==> src/rtl/bcd_counter_n_pkg.sv <==
// rtl/bcd_counter_n_pkg.sv - shared BCD digit constants and digit validity helper
package bcd_counter_n_pkg;

  localparam int         DIGIT_W = 4;
  localparam logic [3:0] BCD_MAX = 4'd9;
  localparam logic [3:0] BCD_MIN = 4'd0;

  // A nibble is a legal decimal digit only in the range 0..9.
  function automatic logic bcd_digit_valid(input logic [3:0] d);
    return (d <= BCD_MAX);
  endfunction

endpackage

==> src/rtl/bcd_counter_n_digit.sv <==
// rtl/bcd_counter_n_digit.sv - single decade stage with up/down step and load
module bcd_digit
  import bcd_counter_n_pkg::*;
(
  input  logic         clk,
  input  logic         reset,
  input  logic         step,
  input  logic         up,
  input  logic         ld,
  input  logic [3:0]   ld_val,
  output logic [3:0]   q,
  output logic         at_limit
);

  // The digit is about to roll over in the current direction.
  assign at_limit = up ? (q == BCD_MAX) : (q == BCD_MIN);

  // Load wins over stepping; clear arrives here as a load of zero.
  always_ff @(posedge clk or negedge reset) begin
    if (!reset) begin
      q <= BCD_MIN;
    end else if (ld) begin
      q <= ld_val;
    end else if (step) begin
      if (up) begin
        q <= (q == BCD_MAX) ? BCD_MIN : q + 4'd1;
      end else begin
        q <= (q == BCD_MIN) ? BCD_MAX : q - 4'd1;
      end
    end
  end

endmodule

==> src/rtl/bcd_counter_n.sv <==
// rtl/bcd_counter_n.sv - cascaded multi-digit BCD up/down counter with checked load
module bcd_counter_n
  import bcd_counter_n_pkg::*;
#(
  parameter int DIGITS = 4
) (
  input  logic                      clk,
  input  logic                      reset,
  input  logic                      en,
  input  logic                      up,
  input  logic                      clr,
  input  logic                      load,
  input  logic [DIGIT_W*DIGITS-1:0] load_val,
  output logic [DIGIT_W*DIGITS-1:0] count,
  output logic                      tc,
  output logic                      wrap,
  output logic                      load_err
);

  localparam int W = DIGIT_W * DIGITS;

  logic [DIGITS-1:0] digit_ok;
  logic [DIGITS-1:0] at_limit;
  logic [DIGITS-1:0] step;
  logic              load_ok;
  logic              ld_all;
  logic [W-1:0]      ld_data;
  logic              count_en;

  // Clear and an accepted load both become a digit load; a rejected load
  // still blocks counting for that cycle, so nothing changes.
  assign load_ok  = &digit_ok;
  assign ld_all   = clr | (load & load_ok);
  assign ld_data  = clr ? '0 : load_val;
  assign count_en = en & ~clr & ~load;

  // All digits sit at their limit: the next enabled step wraps the counter.
  assign tc = &at_limit;

  for (genvar gi = 0; gi < DIGITS; gi++) begin : g_digit
    assign digit_ok[gi] = bcd_digit_valid(load_val[gi*DIGIT_W +: DIGIT_W]);

    // A digit moves only when every lower digit is rolling over.
    if (gi == 0) begin : g_lsd
      assign step[gi] = count_en;
    end else begin : g_upper
      assign step[gi] = count_en & (&at_limit[gi-1:0]);
    end

    bcd_digit u_digit (
      .clk      (clk),
      .reset    (reset),
      .step     (step[gi]),
      .up       (up),
      .ld       (ld_all),
      .ld_val   (ld_data[gi*DIGIT_W +: DIGIT_W]),
      .q        (count[gi*DIGIT_W +: DIGIT_W]),
      .at_limit (at_limit[gi])
    );
  end

  // Single-cycle status pulses for the step or load sampled on this edge.
  always_ff @(posedge clk or negedge reset) begin
    if (!reset) begin
      wrap     <= 1'b0;
      load_err <= 1'b0;
    end else begin
      wrap     <= count_en & tc;
      load_err <= ~clr & load & ~load_ok;
    end
  end

endmodule

==> config.mk <==
export PLATFORM = sky130hd
export DESIGN_NAME = bcd_counter_n
export DESIGN_NICKNAME = d
export VERILOG_FILES = /design/src/rtl/bcd_counter_n_pkg.sv /design/src/rtl/bcd_counter_n_digit.sv /design/src/rtl/bcd_counter_n.sv
export SDC_FILE = /design/constraint.sdc
export NUM_CORES = 1
export LEC_CHECK = 0
export CAP_MARGIN = 20
export CELL_PAD_IN_SITES_DETAIL_PLACEMENT = 1
export CELL_PAD_IN_SITES_GLOBAL_PLACEMENT = 1
export CORE_UTILIZATION = 38
export DETAILED_ROUTE_END_ITERATION = 10
export GPL_ROUTABILITY_DRIVEN = 1
export PLACE_DENSITY_LB_ADDON = 0.12
export SLEW_MARGIN = 20
export SYNTH_ARGS = -nofsm -noshare
export SYNTH_HDL_FRONTEND = slang
export SYNTH_SLANG_ARGS = --single-unit
==> constraint.sdc <==
create_clock -name clk -period 5.45 [get_ports clk]
set_input_delay 1.09 -clock clk [delete_from_list [all_inputs] [get_ports clk]]
set_output_delay 1.09 -clock clk [all_outputs]
set_load 0.005 [all_outputs]
==> results.md, run 1 <==
- Status: finished clean
- Post-layout util: 0.501
- Via count: 1,731
- Pwr Density: 192 mW/mm²
- Synth Instances: 211
- Worst IR Drop VDD: 0.0914 mV
- Relative slew slack: 0.362
- TritonCTS buffer count: 3
- R2R Setup Slk: 2980 ps
- Multi-input gate area: 0.00101 mm²
- Max Slew Vio Count: 0
- Post-CTS setup buffer count: 0
- Critical path class: in2out
- Sw Ratio: 0.345
- Post-synth ARST share: 1.00
- Core area: 0.00400 mm²
- First-pass GRT wire length: 8360 µm
- Die area: 0.00445 mm²
- Clock Skew: 2.26 ps
- Initial cell density of the core: 0.398
- RSZ-0062 raised after global routing: no
- Clk root buf: clkbuf_8
- FF+latch area: 450 µm²
- Final ANT Viol Nets: 0
- Total Wirelength: 5240 µm
- I/O pin count: 41
- Number of global-route vias before repair: 1,658
- Clk_lat worst skew: 260 ps
- Wire per inst: 18.6 µm
- Int Power: 0.252 mW
- Worst path arrival time: 3330 ps
- Post-synth top flop: dfrtp_1
- Hold depth: 2
- Pin count of the biggest net entering global routing: 24
- Nets@finish: 256
- Sequential area share after synthesis: 0.283
- MaxCap Viol Count: 0
- Syn Nets: 233
- Final min period: 4420 ps
- Filler cell count: 480
- Overflow after GRT: 0
- Post-CTS resize count: 0
- CTS Hold Bufs: 0
- Avg Cell Area, Syn: 7.54 µm²
- Critical path fanouts, max: 13
- Startpoint types: input pin
- CTS clk-pin slew, worst paths: 70 ps
- DRT Pass-1 Iters: 8
- Final hold vios: 0
- Iteration-0 DRC Markers: 152
- #FFs+latches synth: 18
- Worst Hold Class: reg2reg
- Clock Power Share: 0.256
- Clock sink count: 18
- Total GRT Usage: 0.248
- Syn-to-layout area delta: 26.0%
- FMAX: 226 MHz
- Synth unique cells: 54
- Crit path capture type: primary output
- Total power draw: 0.384 mW
- # DRC: 0
- Synthesized cell area: 0.00159 mm²
- DPL Wire Length: 3760 µm
- Switching pwr: 0.133 mW
- Initial antenna violation count: 0
- Vias per cell: 6.14
- CTS Buffer Depth: 2
- Row count: 23
- CP Data Required Time: 4360 ps
- Setup Viol. Count Final: 0
- Final TNS setup: 0 ps
- Combinational power share: 0.310
- Placer Congestion: 0.821
- Leak: 0.734 nW
- Worst slew pin tran: 944 ps
- CTS tree: built
- Period utilisation layout: 0.812
- Port Buffers: 40
- Seq pwr share: 0.434
- Cells on worst reg2reg path: 5
- H-tree depth: 1
- Die height: 66.7 µm
- Layout cells sized above 1: 0.0474
- Die width: 66.7 µm
- Ys Warns: 0
- Diodes inserted: 0
- EDFF count, synth: 0
==> cells in the mapped netlist, types with 3 or more instances <==
| library cell | number | area (µm²) |
|---|---|---|
| a211oi_1 | 8 | 60.1 |
| a21oi_1 | 9 | 45.0 |
| a221oi_1 | 3 | 26.3 |
| a311oi_1 | 3 | 26.3 |
| and3_1 | 6 | 37.5 |
| buf_1 | 4 | 15.0 |
| buf_2 | 6 | 30.0 |
| clkbuf_1 | 13 | 48.8 |
| dfrtp_1 | 18 | 450 |
| inv_1 | 7 | 26.3 |
| mux2i_1 | 4 | 40.0 |
| nand2_1 | 10 | 37.5 |
| nand3_1 | 9 | 45.0 |
| nor2_1 | 26 | 97.6 |
| nor3_1 | 12 | 60.1 |
| o21ai_0 | 16 | 80.1 |
| or3_1 | 3 | 18.8 |
| xnor2_1 | 5 | 43.8 |
| xor2_1 | 5 | 43.8 |
==> cells in the final DEF (no fill, tap or decap), types with 3 or more instances in the layout <==
cell type	n
clkdlybuf4s50_1	40
nor2_1	26
dfrtp_1	18
o21ai_0	16
nor3_1	12
nand2_1	10
nand3_1	9
a21oi_1	9
a211oi_1	8
inv_1	7
and3_1	6
xor2_1	5
xnor2_1	5
mux2i_1	4
a311oi_1	3
or3_1	3
a221oi_1	3
clkbuf_8	3
==> routing by layer <==
layer / track usage / vias up / routed length (µm)
li1: - / 820 / -
met1: 0.319 / 870 / 2290
met2: 0.441 / 39 / 2740
met3: 0.0171 / 2 / 172
met4: 0.0638 / 0 / 32
met5: 0 / - / 0
==> power groups by stage <==
stage	Combinational [mW]	Sequential [mW]	Clock (mW)
final	0.119	0.167	0.0982
after global routing	0.131	0.169	0.106
after CTS	0.119	0.166	0.101
after detailed placement	0.119	0.169	0
after global placement	0.114	0.168	0
after floorplan	0.0816	0.151	0
==> per-stage QoR <==
| step | cells | instance area, µm² | worst slack [ps] | hold slack [ps] |
|---|---|---|---|---|
| 2_1_floorplan | 211 | 1590 | 2480 | 687 |
| 3_3_place_gp | 279 | 1960 | 1170 | 723 |
| 3_5_place_dp | 279 | 1960 | 1070 | 730 |
| 4_1_cts | 282 | 2000 | 1060 | 741 |
| 5_1_grt | 282 | 2000 | 934 | 791 |
| 6_report | 282 | 2000 | 1030 | 735 |
==> flip-flops by register name (all words and copies together), names as in the netlist <==
| register | flops |
|---|---|
| load_err | 1 |
| wrap | 1 |
| g_digit.u_digit.q | 16 |
==> logic make-up after synthesis <==
logic type      Yosys count  synth area share
mux                       5            0.0323
xor+xnor                 10            0.0551
flops                    18             0.283
buf+inv                  31            0.0826
simple gates             83             0.266
compound gates           64             0.281
==> worst max-delay path, stage by stage <==
cell and delay, ps:
clkdlybuf4s50_1 760, buf_4 270, and3_1 160, o2111ai_1 190, nor3_1 300, clkdlybuf4s50_1 560
==> area by class of cell <==
cell class	instances	share of cell area
well taps	50	0.0312
multi-input cells	162	0.503
repair buffers	42	0.207
clock buffers	3	0.0206
flip-flops and latches	18	0.225
inverters	7	0.0131
==> final timing paths <==
path                                               from                      end
worst min register to register  g_digit[2].u_digit.q[3]  g_digit[2].u_digit.q[3]
worst max-delay path                                 up                       tc
max in group asynchronous                         reset                 load_err
worst min-delay path            g_digit[2].u_digit.q[3]  g_digit[2].u_digit.q[3]
worst max register to register  g_digit[0].u_digit.q[0]  g_digit[3].u_digit.q[3]
min in group asynchronous                         reset  g_digit[2].u_digit.q[2]
Power figures use the tool's default switching activity.
==> run 2: changes to the inputs <==
CORE_UTILIZATION = 35   (was 38)
clock period = 4.35 ns   (was 5.45 ns; I/O delays follow)
==> run 2 against run 1 <==
Critical path depth is the same. Non-clock buffer count grew 2. Cell count rose by 1.8%. Hold slack worse by 5.3 ps. First-iteration DRC count is 14% lower. Flip-flop and latch count stayed put. Highest routed layer unchanged. Critical path type unchanged.
==> results.md, run 2 (synthesis gave the netlist of run 1 again) <==
- Max Slew Vio Count: 0
- WHS Endpoint: g_digit[2].u_digit.q[3]
- Worst-path cell chain: clkdlybuf4s50_1 -> buf_4 -> and3_1 -> o2111ai_1 -> nor3_1 -> clkdlybuf4s50_1
- Row count: 24
- Leak: 0.751 nW
- Filler cell count: 545
- Port Buffers: 40
- Wire per inst: 17.7 µm
- Clk root buf: clkbuf_8
- Final hold vios: 0
- Critical path class: in2out
- Diodes inserted: 0
- Regs by FF count: g_digit.u_digit.q: 16 flops, load_err: 1 flops, wrap: 1 flops
- Total power draw: 0.502 mW
- Initial cell density of the core: 0.365
- Crit path capture type: primary output
- CTS tree: built
- Worst path arrival time: 2820 ps
- Iteration-0 DRC Markers: 130
- Reg2reg end: g_digit[3].u_digit.q[3]
- I/O pin count: 41
- Core area: 0.00435 mm²
- Critical path fanouts, max: 21
- Period utilisation layout: 0.849
- Relative slew slack: 0.363
- Max stage delay on crit path: 550 ps
- Slowest stage cell, crit path: clkdlybuf4s50_1
- Number of global-route vias before repair: 1,700
- H-tree depth: 1
- Hold depth: 2
- Reg-to-reg critical path startpoint: g_digit[0].u_digit.q[0]
- Final min period: 3690 ps
- Worst slew pin tran: 943 ps
- Via count: 1,685
- Die width: 69.4 µm
- Worst Hold Class: reg2reg
- Placer Congestion: 0.850
- Cells on worst reg2reg path: 6
- Total Wirelength: 5070 µm
- First-pass GRT wire length: 8630 µm
- Post-CTS resize count: 0
- R2R Setup Slk: 1840 ps
- Final ANT Viol Nets: 0
- Commonest non-fill, non-tap cells in the layout: clkdlybuf4s50_1 (40), nor2_1 (26), dfrtp_1 (18)
- Vias per cell: 5.87
- Die height: 69.4 µm
- MaxCap Viol Count: 0
- Worst IR Drop VDD: 0.0982 mV
- Clk_lat worst skew: 260 ps
- FMAX: 271 MHz
- Initial antenna violation count: 0
- Pin count of the biggest net entering global routing: 24
- Biggest register: g_digit.u_digit.q
- Die area: 0.00482 mm²
- Setup Viol. Count Final: 0
- Pre-CTS setup slack: 673 ps
- Final TNS setup: 0 ps
- Post-CTS setup buffer count: 0
- Most common cell after layout, fill and taps aside: clkdlybuf4s50_1
- Most used cell, CP: clkdlybuf4s50_1
- Total GRT Usage: 0.220
- Pwr Density: 247 mW/mm²
- Syn-to-layout area delta: 28.0%
- DPL Wire Length: 3690 µm
- CTS clk-pin slew, worst paths: 80 ps
- Nets@finish: 258
- Clock Skew: 1.02 ps
- TritonCTS buffer count: 3
- Layout cells sized above 1: 0.0596
- # DRC: 0
- Status: finished clean
- CTS Hold Bufs: 0
- CP Data Required Time: 3480 ps
- Largest register FFs: 16
- Startpoint types: input pin
- Worst setup margin: 655 ps
- RSZ-0062 raised after global routing: no
- Worst Hold Launch: g_digit[2].u_digit.q[3]
- CTS Buffer Depth: 2
- Overflow after GRT: 0
- Post-layout util: 0.468
- Clock sink count: 18
- DRT Pass-1 Iters: 4
==> run 2: changes by cell type in the layout (fill, tap and decap cells not counted) <==
| cell | previous run | this run |
|---|---|---|
| clkbuf_8 | 3 | 4 |
| buf_4 | 2 | 4 |
==> run 2: stage by stage <==
stage,cell area [µm²],hold WS [ps],std cells
4_1_cts,2040,730,287
3_5_place_dp,1980,717,283
5_1_grt,2040,761,287
3_3_place_gp,1980,718,283
6_report,2040,730,287
2_1_floorplan,1590,574,211
==> run 2: area by class of cell <==
type                       instances  area [µm²]  area share
clock buffer                       4        55.1      0.0270
timing repair buffer              44         430       0.211
sequential                        18         450       0.221
tap                               52        65.1      0.0320
multi-input combinational        162        1010       0.495
inverter                           7        26.3      0.0129
==> run 2: critical path: cells and delay by family <==
family | cells | cell delay (ps)
AND/OR/NAND/NOR | 2 | 460
buffers and inverters | 3 | 1330
AO/OA/AOI/OAI | 1 | 170
==> run 2: how the worst max path moves through the flow <==
stage               start  endpoint  slack [ps]  depth (start not counted)
finish                 up        tc         660                          6
global route           up        tc         490                          6
CTS                    up        tc         670                          6
detailed placement     up        tc         670                          6
global placement       up        tc         710                          6
floorplan              up        tc        1820                          5
==> run 2: per-layer routing <==
| metal | vias up | part of all wire | track usage |
|---|---|---|---|
| li1 | 824 | - | - |
| met1 | 826 | 0.47 | 0.290 |
| met3 | 7 | 0.017 | 0.0174 |
| met4 | 0 | 0.013 | 0.0680 |
| met2 | 28 | 0.50 | 0.380 |
| met5 | - | 0 | 0 |
==> run 2: power breakdown <==
part / leakage [nW] / internal (mW) / switching [mW]
logic: 0.477 / 0.0786 / 0.0710
clock network: 0.0288 / 0.0806 / 0.0638
registers: 0.245 / 0.177 / 0.0311
total: 0.751 / 0.337 / 0.166
==> run 3: changes to the inputs <==
CORE_UTILIZATION = 32   (was 35)
clock period = 3.1 ns   (was 4.35 ns; I/O delays follow)
==> run 3 against run 2 <==
Flip-flop and latch count stayed put. Setup slack worse by 420 ps. Routed wire length is 0.77% higher. Non-clock buffer count is 8 higher. Sequential share of layout area is 0.67 points lower. Critical path depth stayed put. Clock power is 19% higher. Count of clock-buffer cells in the layout is 1 lower. Sequential power is 41% higher. Via count is 2.5% higher. Register-to-register slack worse by 1100 ps. Highest routed layer unchanged.
==> results.md, run 3 (synthesis gave the netlist of run 1 again) <==
- H-tree depth: 1
- DPL Wire Length: 3870 µm
- Post-CTS setup buffer count: 0
- Syn-to-layout area delta: 32.0%
- Clk_lat worst skew: 260 ps
- Initial cell density of the core: 0.334
- TritonCTS buffer count: 3
- Vias per cell: 5.59
- RSZ-0062 raised after global routing: no
- Final ANT Viol Nets: 0
- Regs by FF count: g_digit.u_digit.q: 16 flops, load_err: 1 flops, wrap: 1 flops
- Most common cell after layout, fill and taps aside: clkdlybuf4s50_1
- First-pass GRT wire length: 8220 µm
- Final min period: 2860 ps
- Crit path capture type: primary output
- MaxCap Viol Count: 0
- Clk root buf: clkbuf_8
- Hold Slack: 731 ps
- Commonest non-fill, non-tap cells in the layout: clkdlybuf4s50_1 (39), nor2_1 (26), dfrtp_1 (18)
- Initial antenna violation count: 0
- Placer Congestion: 0.831
- Hold depth: 2
- Post-layout util: 0.442
- Final cell count without fillers: 309
- Placed Cells: 306
- Status: finished clean
- I/O pin count: 41
- Largest register FFs: 16
- Core area: 0.00475 mm²
- # DRC: 0
- Port Buffers: 40
- CTS tree: built
- Critical path fanouts, max: 10
- Die width: 72.5 µm
- Relative slew slack: 0.368
- Worst path arrival time: 2240 ps
- Leak: 0.783 nW
- FMAX: 349 MHz
- Nets@finish: 266
- Critical path class: in2out
- Row count: 25
- Period utilisation layout: 0.924
- Die height: 72.5 µm
- Final TNS setup: 0 ps
- Startpoint types: input pin
- Setup Viol. Count Final: 0
- CP Data Required Time: 2480 ps
- Overflow after GRT: 0
- CTS Buffer Depth: 2
- Worst IR Drop VDD: 0.132 mV
- Worst slew pin tran: 945 ps
- Total power draw: 0.682 mW
- Max Slew Vio Count: 0
- Via count: 1,727
- Number of global-route vias before repair: 1,689
- Iteration-0 DRC Markers: 98
- Diodes inserted: 0
- Final hold vios: 0
- Cells on worst reg2reg path: 6
- Worst Hold Class: reg2reg
- Clock sink count: 18
- CTS clk-pin slew, worst paths: 80 ps
- Pwr Density: 325 mW/mm²
- Wire per inst: 16.5 µm
- Clock Skew: 9.63 ps
- DRT Pass-1 Iters: 4
- Die area: 0.00526 mm²
- Total Wirelength: 5110 µm
- Pin count of the biggest net entering global routing: 20
- Biggest register: g_digit.u_digit.q
- Total GRT Usage: 0.200
- Layout cells sized above 1: 0.0868
[run 3: cell count changes in the layout (fill, tap and decap cells not counted)]
cell,previous run,this run
buf_4,4,12
dlygate4sd2_1,0,1
clkbuf_8,4,3
clkdlybuf4s50_1,40,39
[run 3: final cells by class]
type / instances / area [µm²]
clock buffer: 3 / 41.3
fill: 588 / 2660
inverter: 7 / 26.3
multi-input combinational: 162 / 1010
sequential: 18 / 450
tap: 67 / 83.8
timing repair buffer: 52 / 489
[run 3: critical path: stages]
cell and delay (ps):
dlygate4sd2_1 360, buf_4 230, and3_1 150, o21ai_0 100
nor3_1 220, clkdlybuf4s50_1 550
[run 3: what timing repair did]
action                     CTS  global route
resized for setup            1             0
setup endpoints to repair    1             0
hold buffers                 0             0
[run 3: routing by layer]
layer / wire length (µm) / track usage / vias to the layer above
met1: 2420 / 0.263 / 850
met2: 2540 / 0.354 / 30
met3: 115 / 0.0139 / 4
met4: 42 / 0.0501 / 0
li1: - / - / 843
met5: 0 / 0 / -
[run 3: report_power, final]
group,switching (mW),internal (mW),total [mW]
registers,0.0440,0.249,0.293
logic,0.101,0.117,0.218
clock network,0.0844,0.0865,0.171
total,0.229,0.453,0.682
[run 3: through the flow]
step                      worst slack, ps  area (µm²)
after CTS                             235        2100
after global placement               27.4        2060
after floorplan                       872        1590
after global routing                  113        2100
final                                 237        2100
after detailed placement            -25.0        2060
[run 3: final timing paths]
path	start	end	slack, ps
setup / recovery	up	tc	240
hold / removal	g_digit[2].u_digit.q[3]	g_digit[2].u_digit.q[3]	730
setup reg to reg	g_digit[0].u_digit.q[3]	g_digit[3].u_digit.q[3]	720
hold reg to reg	g_digit[2].u_digit.q[3]	g_digit[2].u_digit.q[3]	730
max in group asynchronous	reset	g_digit[3].u_digit.q[2]	1630
min in group asynchronous	reset	g_digit[2].u_digit.q[3]	890
